==> src/rtl/add_sub_result_acc.sv <==
// Saturating group accumulator for adder/subtractor result beats.
// Each accepted beat is turned into a signed sample and added into a clamped
// accumulator; after N_OPS beats the group total is offered downstream.
//
// state | meaning
// ------+-------------------------------------------------------------
// ACCUM | accepting beats, o_valid=0, accumulating into acc_q
// EMIT  | group total on o_result/o_sat, o_valid=1, waiting for i_ready
module add_sub_result_acc #(
   parameter int DATA_WD = 4,
   parameter int ACC_WD  = 8,
   parameter int N_OPS   = 4
) (
   input  logic               i_clk,
   input  logic               i_rst,
   input  logic               i_valid,
   output logic               o_ready,
   input  logic               i_mode,
   input  logic [DATA_WD:0]   i_arith_out,
   input  logic               i_ovr,
   input  logic               i_clear,
   output logic               o_valid,
   input  logic               i_ready,
   output logic [ACC_WD-1:0]  o_result,
   output logic               o_sat
);

   localparam int SMP_WD = DATA_WD + 2;
   localparam int CNT_WD = (N_OPS > 1) ? $clog2(N_OPS) : 1;
   localparam logic [CNT_WD-1:0] CNT_LAST = CNT_WD'(N_OPS - 1);
   localparam logic [ACC_WD-1:0] ACC_MAX  = {1'b0, {(ACC_WD-1){1'b1}}};
   localparam logic [ACC_WD-1:0] ACC_MIN  = {1'b1, {(ACC_WD-1){1'b0}}};

   typedef enum logic {
      ACCUM = 1'b0,
      EMIT  = 1'b1
   } state_t;

   state_t              state_q, state_d;
   logic [ACC_WD-1:0]   acc_q, acc_d;
   logic [CNT_WD-1:0]   cnt_q, cnt_d;
   logic                sat_q, sat_d;

   logic                accept;
   logic [SMP_WD-1:0]   smp;
   logic [ACC_WD:0]     smp_ext;
   logic [ACC_WD:0]     sum;
   logic                ovf;
   logic [ACC_WD-1:0]   acc_sat;

   assign o_ready = (state_q == ACCUM) & ~i_rst;
   assign accept  = i_valid & o_ready;

   // Convert the beat to a signed sample and do the clamped add.
   // One guard bit above ACC_WD is enough because the sample is never wider than acc.
   always_comb begin
      if (i_mode) begin
         // Borrow turns the low bits into (low - 2^DATA_WD); the carry bit is meaningless here.
         smp = {i_ovr, i_ovr, i_arith_out[DATA_WD-1:0]};
      end else begin
         smp = {1'b0, i_arith_out};
      end
      smp_ext = {{(ACC_WD+1-SMP_WD){smp[SMP_WD-1]}}, smp};
      sum     = {acc_q[ACC_WD-1], acc_q} + smp_ext;
      ovf     = sum[ACC_WD] ^ sum[ACC_WD-1];
      if (!ovf) begin
         acc_sat = sum[ACC_WD-1:0];
      end else if (sum[ACC_WD]) begin
         acc_sat = ACC_MIN;
      end else begin
         acc_sat = ACC_MAX;
      end
   end

   // Next-state logic; clear wins over any handshake in the same cycle.
   always_comb begin
      state_d = state_q;
      acc_d   = acc_q;
      cnt_d   = cnt_q;
      sat_d   = sat_q;
      if (i_clear) begin
         state_d = ACCUM;
         acc_d   = '0;
         cnt_d   = '0;
         sat_d   = 1'b0;
      end else begin
         case (state_q)
            ACCUM: begin
               if (accept) begin
                  acc_d = acc_sat;
                  sat_d = sat_q | ovf;
                  if (cnt_q == CNT_LAST) begin
                     cnt_d   = '0;
                     state_d = EMIT;
                  end else begin
                     cnt_d = cnt_q + CNT_WD'(1);
                  end
               end
            end
            EMIT: begin
               if (i_ready) begin
                  state_d = ACCUM;
                  acc_d   = '0;
                  cnt_d   = '0;
                  sat_d   = 1'b0;
               end
            end
            default: begin
               state_d = ACCUM;
               acc_d   = '0;
               cnt_d   = '0;
               sat_d   = 1'b0;
            end
         endcase
      end
   end

   // State registers with synchronous reset.
   always_ff @(posedge i_clk) begin
      if (i_rst) begin
         state_q <= ACCUM;
         acc_q   <= '0;
         cnt_q   <= '0;
         sat_q   <= 1'b0;
      end else begin
         state_q <= state_d;
         acc_q   <= acc_d;
         cnt_q   <= cnt_d;
         sat_q   <= sat_d;
      end
   end

   // Total is only visible while it is being offered.
   always_comb begin
      o_valid  = (state_q == EMIT);
      o_result = o_valid ? acc_q : '0;
      o_sat    = o_valid & sat_q;
   end

endmodule
==> config.mk <==
export PLATFORM = sky130hd
export DESIGN_NAME = add_sub_result_acc
export DESIGN_NICKNAME = d
export VERILOG_FILES = /design/src/rtl/add_sub_result_acc.sv
export SDC_FILE = /design/constraint.sdc
export NUM_CORES = 1
export LEC_CHECK = 0
export ABC_AREA = 1
export BUFFER_PORTS_ARGS = -buffer_cell sky130_fd_sc_hd__buf_2
export CAP_MARGIN = 20
export CORE_MARGIN = 3
export CORE_UTILIZATION = 31
export DETAILED_ROUTE_END_ITERATION = 8
export PLACE_DENSITY = 0.6
export SYNTH_ARGS = -nofsm -noshare
export SYNTH_HDL_FRONTEND = slang
export SYNTH_SLANG_ARGS = --single-unit
==> constraint.sdc <==
create_clock -name i_clk -period 2.2 [get_ports i_clk]
set_clock_uncertainty 0.15 [all_clocks]
set_input_delay 0.44 -clock i_clk [delete_from_list [all_inputs] [get_ports i_clk]]
set_output_delay 0.44 -clock i_clk [all_outputs]
set_load 0.02 [all_outputs]
### Word level (Yosys, flattened, before mapping)

Cells that the tools add are included.

| storage, ports and cells | value |
|---|---|
| bits in registers | 12 |
| input bits | 12 |
| output and inout bits | 11 |

| operators by class | value |
|---|---|
| add/sub/neg operators | 2 |
| eq/ne operators | 3 |
| mux-type cells | 18 |
| bitwise gates (word level) | 7 |
| reductions and logical operators | 2 |

Operators with widths:

| cell | number |
|---|---|
| $mux 8 | 5 |
| $pmux 8 s2 | 1 |
| $add 8x6->9 | 1 |
| $mux 2 | 3 |
| $mux 6 | 1 |
| $mux 1 | 5 |
| $ne 2x2->1 const B | 2 |
| $pmux 1 s2 | 2 |
| $pmux 2 s2 | 1 |
| $and 1x1->1 | 3 |
| $add 2x1->2 const B | 1 |
| $eq 2x2->1 const B | 1 |
| $not 1->1 | 2 |
| $reduce_and 2->1 | 1 |
| $reduce_or 2->1 | 1 |
| $or 1x1->1 | 1 |
| $xor 1x1->1 | 1 |

### Depth between registers and ports, before layout

Gate-level depths: netlist of run 1.

| depth | value |
|---|---|
| depth after elaboration | 6 |
| depth in mapped cells | 13 |
| mapped depth without buffers | 13 |

### Worst setup path after synthesis of run 1

Ideal clock, no wire load.

| timing | value |
|---|---|
| path kind | input-to-reg |
| start point | in i_arith_out[0] |
| end point | reg acc_q[0] |
| library setup time | 72 ps |
| data arrival time | 1853 ps |
| required time | 1978 ps |
| path slack | 125 ps |
| stages on the path | 11 |
| buffers on the path | 0 |
| path through | ha_1 -> fa_1 -> nand2_1 -> nand2_2 -> nand3_2 -> nand2_1 -> nand2_2 -> nand2_4 -> a21oi_4 -> nand2_1 -> a21oi_1 |

| on the way | value |
|---|---|
| longest elaborated chain between the ends | 6 |
| elaborated cells on any way between the ends | 7 |

RTL lines:

| item | RTL line | RTL |
|---|---|---|
| start, declared | 19 | `input logic [DATA_WD:0] i_arith_out,` |
| $mux 6 * | 57 | `if (i_mode) begin` |
| $add 8x6->9 * | 64 | `sum = {acc_q[ACC_WD-1], acc_q} + smp_ext;` |
| $mux 8 / $xor 1x1->1 (equally long branches) | 68, 65 |  |
| $mux 8 * | 66 | `if (!ovf) begin` |
| $mux 8 * | 89 | `if (accept) begin` |
| $pmux 8 s2 * | 87 | `case (state_q)` |
| end signal, assigned | 122 | `acc_q <= '0;` |
| end signal, assigned | 127 | `acc_q <= acc_d;` |
| end, declared | 40 | `logic [ACC_WD-1:0] acc_q, acc_d;` |

Mark *: on every way between the ends. The rest lies on a longest branch, timed or not. The select of a mux whose other input is x is not followed.
A chain may end at the register's enable or synchronous reset.

### Worst setup path in the final report of run 1

| timing | value |
|---|---|
| start point | in i_mode |
| end point | reg acc_q[0] |

| on the way | value |
|---|---|
| longest elaborated chain between the ends | 6 |
| elaborated cells on any way between the ends | 7 |

RTL lines:

| item | RTL line | RTL |
|---|---|---|
| start, declared | 18 | `input logic i_mode,` |
| $mux 6 * | 57 |  |
| $add 8x6->9 * | 64 |  |
| $mux 8 / $xor 1x1->1 (equally long branches) | 68, 65 |  |
| $mux 8 * | 66 |  |
| $mux 8 * | 89 |  |
| $pmux 8 s2 * | 87 |  |

Marks and branches as above.

==> impl_metrics.csv, run 1 <==
group,metric,value,unit
outcome,outcome,"completed",
synth,synth-compound-area-share,10.6,%
timing,setup_viol,0,
setup_path,crit_path_end_kind,"flip-flop",
power_and_ir_drop,p_leak,0.774,nW
timing,hold_viol,0,
synth,ys_seq_elements,12,
setup_path,cp-start-kind,"input pin",
global_route,grt_remaining_overflow,0,
cts,root_buffer,"clkbuf_4",
cts,cts.sinks,12,
synth,yosys.area.top_type,"dfxtp_1",
timing,tightest_slew,298,ps
synth,synthCells,166,
setup_path,critPathArrivalTime,2100,ps
die,core_area,0.00315,mm²
cts,cts_buffers,3,
die,fp-row-count,20,
timing,max_slew_margin,80.0,%
synth,synthTopCellsByCount,"nand2_1 (63), inv_1 (25), nand3_1 (13), a21oi_1 (12), dfxtp_1 (12)",
placed_design,portBuffers,22,
routing,drc,0,
global_route,grt_usage,12.3,%
setup_path,critical_path_class,"in -> reg",
routing,wl,2440,µm
synth,seq_area_frac_synth,22.9,%
timing,holdWs,277,ps
global_route,antenna_found_initial,0,
finish,final_core_util,42.7,%
routing,vias,1122,
synth,synthSimpleGateAreaFrac,41.1,%
timing,drv_slew,0,
finish,drive_above_1_share,27.1,%
die,start_util,33.3,%
synth,synth_area_per_cell,6.33,µm²
cts,cts_hold_buffers,0,
synth,synth-edff-count,0,
cts,clockBufferDepth,2,
placed_design,gp_congestion,0.785,
timing,fin_crit_sh,92.7,%
synth,netlist.area_leader.share,22.9,%
finish,antenna_cells,0,
die,num_io_pins,23,
cts,htreeDepth,1,
setup_path,path_max_fanout,7,
timing,fmax,0.490,GHz
timing,period_needed,2040,ps
synth,synth_warnings,0,
synth,synth_most_common_cell,"nand2_1",
synth,synthesis.nets,188,
die,die_w,64.2,µm
finish,area_growth_syn_to_layout,28.2,%
synth,synth_flop_cell,"dfxtp_1",
finish,nNetsFinal,226,
routing,drt_iter0_markers,23,
die,die_area,0.00412,mm²
hold_path,hp-class,"in -> reg",
global_route,grt_max_degree,11,
flow_run,maxCapViolCount,0,
synth,synth.area.mux_share,0,%
cts,cts_tree,"built",
synth,synth_area,0.00105,mm²
global_route,grt_first_pass_wirelength,4120,µm
synth,synth_cell_types,23,
synth,synth_top_family_by_area,"simple AND/OR/NAND/NOR gates",
synth,synth-async-reset-ratio,0,%
routing,routedWlPerCell,9.89,µm
synth,synthXorXnorAreaFrac,2.50,%
placed_design,hpwl,2030,µm
routing,antenna_left,0,
global_route,grt_pass1_vias,1015,
die,die_y,64.2,µm
routing,viasPerCell,4.54,
power_and_ir_drop,peakVddDrop,232,µV
cts,clk_latency,270,ps
cts,clk_transition_reported_paths,70,ps
power_and_ir_drop,pwr_density_cell,401,mW/mm²
routing,dr.pass1.iters,4,
setup_path,cp.required,2260,ps
synth,synth_top_cells_by_area,"dfxtp_1 (23%), nand2_1 (22%), ha_1 (11%)",
synth,synthAdderAreaFrac,12.6,%
-- registers in the layout (all words and copies together) (netlist names) --
signal and count:
sat_q 1, acc_q 8, cnt_q 2, o_valid 1
-- layout by cell type, fill, tap and decap left out, types with 2 or more instances in the layout --
cell / n
nand3_2: 2
buf_2: 22
nand2_1: 62
a21oi_1: 11
nand2_4: 3
clkbuf_4: 3
nand2_2: 5
nor2_1: 5
a21oi_4: 2
clkinv_1: 2
dfxtp_1: 12
ha_1: 9
nand3_1: 13
xnor2_1: 2
a21oi_2: 2
buf_4: 12
inv_1: 25
nand4_1: 2
-- critical path, stage by stage --
cell     delay [ps]
buf_2           100
nand2_1          80
o21ai_1          70
ha_1            340
nand2_1         100
nand2_1          80
a21oi_2         180
nand2_1         100
nand2_2          80
nand2_4          60
a21oi_4         220
nand2_1         100
a21oi_2         120
-- timing repair --
action | CTS | global route
gates resized for setup | 0 | 4
endpoints found under the setup margin | 0 | 8
setup buffers | 0 | 1
-- final cells by class --
cell class                 instances  area (µm²)
multi-input combinational        125         711
sequential                        12         240
tap                               44        55.1
fill                             351        1810
inverter                          28         105
clock buffer                       4        36.3
timing repair buffer              34         200
-- logic make-up after synthesis --
group                    Yosys count
AO/OA/AOI/OAI                     17
XOR/XNOR                           3
adder cells (fa/ha/maj)           10
buffers and inverters             29
flip-flops                        12
AND/OR/NAND/NOR                   95
-- final timing paths --
path | start | end | slack (ps) | cells past startpoint
worst max-delay path | i_mode | acc_q[0] | 160 | 13
worst min-delay path | i_ready | o_valid | 280 | 4
worst max register to register | acc_q[0] | acc_q[0] | 180 | 11
worst min register to register | cnt_q[1] | cnt_q[1] | 330 | 2
-- power breakdown --
part           total, W  leakage, nW  internal, W  switching, W
Sequential     0.000227       0.0972     0.000222    0.00000470
Clock          0.000177       0.0210     0.000101     0.0000759
Combinational  0.000137        0.656    0.0000584     0.0000788
Total          0.000541        0.774     0.000381      0.000159
-- metrics by stage --
| stage | instances | setup TNS [ps] | power (W) | cell area (µm²) | setup WS [ps] |
|---|---|---|---|---|---|
| 3_3_place_gp | 242 | -638 | 0.000369 | 1290 | -99.8 |
| 3_5_place_dp | 242 | -789 | 0.000369 | 1290 | -113 |
| 4_1_cts | 246 | 0 | 0.000543 | 1330 | 104 |
| 5_1_grt | 247 | -14.5 | 0.000579 | 1350 | -9.49 |
| 2_1_floorplan | 166 | 0 | 0.000324 | 1050 | 125 |
| 6_report | 247 | 0 | 0.000541 | 1350 | 160 |
-- per-layer routing --
metal | GRT usage [%] | vias to the layer above | share of wire (%) | routed length, µm
met1 | 14.8 | 501 | 46 | 1120
met5 | 0 | - | 0 | 0
met4 | 6.60 | 0 | 2.5 | 60
met3 | 1.76 | 7 | 3.6 | 87
met2 | 21.0 | 17 | 48 | 1170
li1 | - | 597 | - | -
Note: power is estimated with default switching activity, not from simulation.
==> run 2, diff against run 1 <==
--- a/config.mk
+++ b/config.mk
@@ -8,6 +8,7 @@
 export ABC_AREA = 1
 export BUFFER_PORTS_ARGS = -buffer_cell sky130_fd_sc_hd__buf_2
 export CAP_MARGIN = 20
+export CORE_ASPECT_RATIO = 1.2
 export CORE_MARGIN = 3
 export CORE_UTILIZATION = 31
 export DETAILED_ROUTE_END_ITERATION = 8
==> run 2 against run 1 <==
Via count is 2.9% lower. Clock power hardly changed. Critical path depth is 2 lower. Register-to-register slack hardly changed. Flip-flop and latch count stayed put. Utilization is 0.37 points lower. Highest routed layer unchanged.
==> impl_metrics.csv, run 2 (synthesis gave the netlist of run 1 again) <==
group,metric,value,unit
outcome,outcome,"completed",
finish,final_cell_mix,"nand2_1 (63), inv_1 (25), buf_2 (22), nand3_1 (13)",
finish,area_growth_syn_to_layout,27.6,%
timing,fin_crit_sh,91.9,%
timing,period_needed,2020,ps
power_and_ir_drop,sw_frac_of_total,29.5,%
die,start_util,33.2,%
die,die_y,69.8,µm
die,fp-row-count,22,
timing,hold_viol,0,
finish,nFillCells,328,
cts,cts.sinks,12,
finish,reg_top3,"acc_q (8), cnt_q (2)",
timing,fmax,0.494,GHz
setup_path,path_cells,"ha_1 -> fa_2 -> nand2_1 -> nand2_2 -> nand3_2 -> nand2_1 -> nand2_2 -> nand2_4 -> a21oi_4 -> nand2_1 -> a21oi_1",
cts,cts_tree,"built",
timing,rsz0062_at_grt,"no",
flow_run,maxCapViolCount,0,
power_and_ir_drop,p_int,0.000383,W
cts,clk_transition_reported_paths,80,ps
finish,multi_input_area,729,µm²
routing,viasPerCell,4.59,
setup_path,path_max_fanout,7,
power_and_ir_drop,peakVddDrop,305,µV
placed_design,place_ws,-133,ps
cts,cts_setup_buffers,0,
power_and_ir_drop,p_comb_share,25.6,%
setup_path,crit_path_end_kind,"flip-flop",
finish,largest_register,"acc_q",
setup_path,cpLargestDelayFamily,"simple AND/OR/NAND/NOR gates",
timing,tightest_slew,301,ps
finish,largest_reg_flops,8,
finish,nNetsFinal,224,
global_route,antenna_found_initial,0,
power_and_ir_drop,p_seq_share,41.8,%
die,die_w,59.2,µm
cts,htreeDepth,1,
die,core_area,0.00317,mm²
die,num_io_pins,23,
cts,root_buffer,"clkbuf_4",
timing,holdWs,286,ps
finish,drive_above_1_share,26.4,%
placed_design,gp_congestion,0.808,
cts,cts_buffers,3,
routing,wl,2450,µm
global_route,grt_first_pass_wirelength,4330,µm
finish,final_core_util,42.4,%
setup_path,cp.required,2250,ps
timing,drv_slew,0,
die,die_area,0.00413,mm²
routing,routedWlPerCell,10.4,µm
cts,clk_latency,270,ps
timing,setup_viol,0,
setup_path,cp-start-kind,"flip-flop",
setup_path,crit_slowest_cell,"fa_2",
global_route,grt_usage,13.1,%
placed_design,hpwl,1980,µm
placed_design,portBuffers,22,
routing,dr.pass1.iters,4,
timing,max_slew_margin,79.8,%
power_and_ir_drop,switchingPower,0.000160,W
setup_path,critPathArrivalTime,2070,ps
setup_path,critical_path_class,"reg -> reg",
setup_path,crit_top_cell,"nand2_1",
global_route,grt_pass1_vias,1025,
finish,regArea,240,µm²
finish,mostFrequentLayoutCell,"nand2_1",
routing,drc,0,
routing,antenna_left,0,
timing,setup_slack,178,ps
power_and_ir_drop,power_frac_clock,32.5,%
global_route,grt_remaining_overflow,0,
finish,antenna_cells,0,
hold_path,hp-class,"in -> reg",
routing,drt_iter0_markers,22,
global_route,grt_max_degree,11,
setup_path,path_buf_inv,0,
cts,clockBufferDepth,2,
setup_path,cpPeakStageDelay,360,ps
power_and_ir_drop,pwr_density_cell,405,mW/mm²
routing,vias,1089,
power_and_ir_drop,p_leak,0.760,nW
[run 2: cell types whose count changed in the layout (fill, tap and decap cells not counted), sizes merged]
cell | previous run | this run
buf | 34 | 32
[run 2: repair_timing]
item,4_1_cts,5_1_grt
setup endpoints to repair,0,8
hold buffers,0,0
resized for setup,0,4
[run 2: final timing paths]
kind	startpoint	endpoint	slack, ps	depth (start not counted)
setup / recovery	acc_q[0]	acc_q[0]	180	11
hold / removal	i_clear	sat_q	290	4
setup reg to reg	acc_q[0]	acc_q[0]	180	11
hold reg to reg	cnt_q[0]	cnt_q[0]	310	1
[run 2: power by group through the flow]
stage,logic [W],registers [W],clock network [W]
after floorplan,0.0000937,0.000231,0
after global placement,0.000136,0.000232,0
after detailed placement,0.000136,0.000232,0
after CTS,0.000137,0.000227,0.000180
after global routing,0.000159,0.000228,0.000193
final,0.000139,0.000227,0.000177
[run 2: layer usage]
metal | GRT usage [%] | part of all wire, % | vias up
met3 | 1.68 | 2.2 | 4
li1 | - | - | 588
met2 | 21.7 | 50 | 12
met1 | 16.6 | 46 | 485
met4 | 5.54 | 1.5 | 0
met5 | 0 | 0 | -
[run 2: area by class of cell]
class,instances,share of cell area (%)
Clock buffer,4,2.71
Multi-Input combinational cell,125,54.4
Sequential cell,12,17.9
Inverter,28,7.84
Timing Repair Buffer,32,13.8
Tap cell,36,3.36
[run 2: worst min-delay path, stage by stage]
cell and delay [ps]:
buf_2 80, nor2_1 50, nand2_1 60, nor2_1 40
[run 2: stage by stage]
stage                     power (W)  cell area [µm²]  setup TNS [ps]  cells
after floorplan            0.000324             1050               0    166
after global placement     0.000369             1280            -828    233
after detailed placement   0.000368             1280            -964    233
after CTS                  0.000544             1310               0    237
after global routing       0.000581             1340               0    237
final                      0.000544             1340               0    237
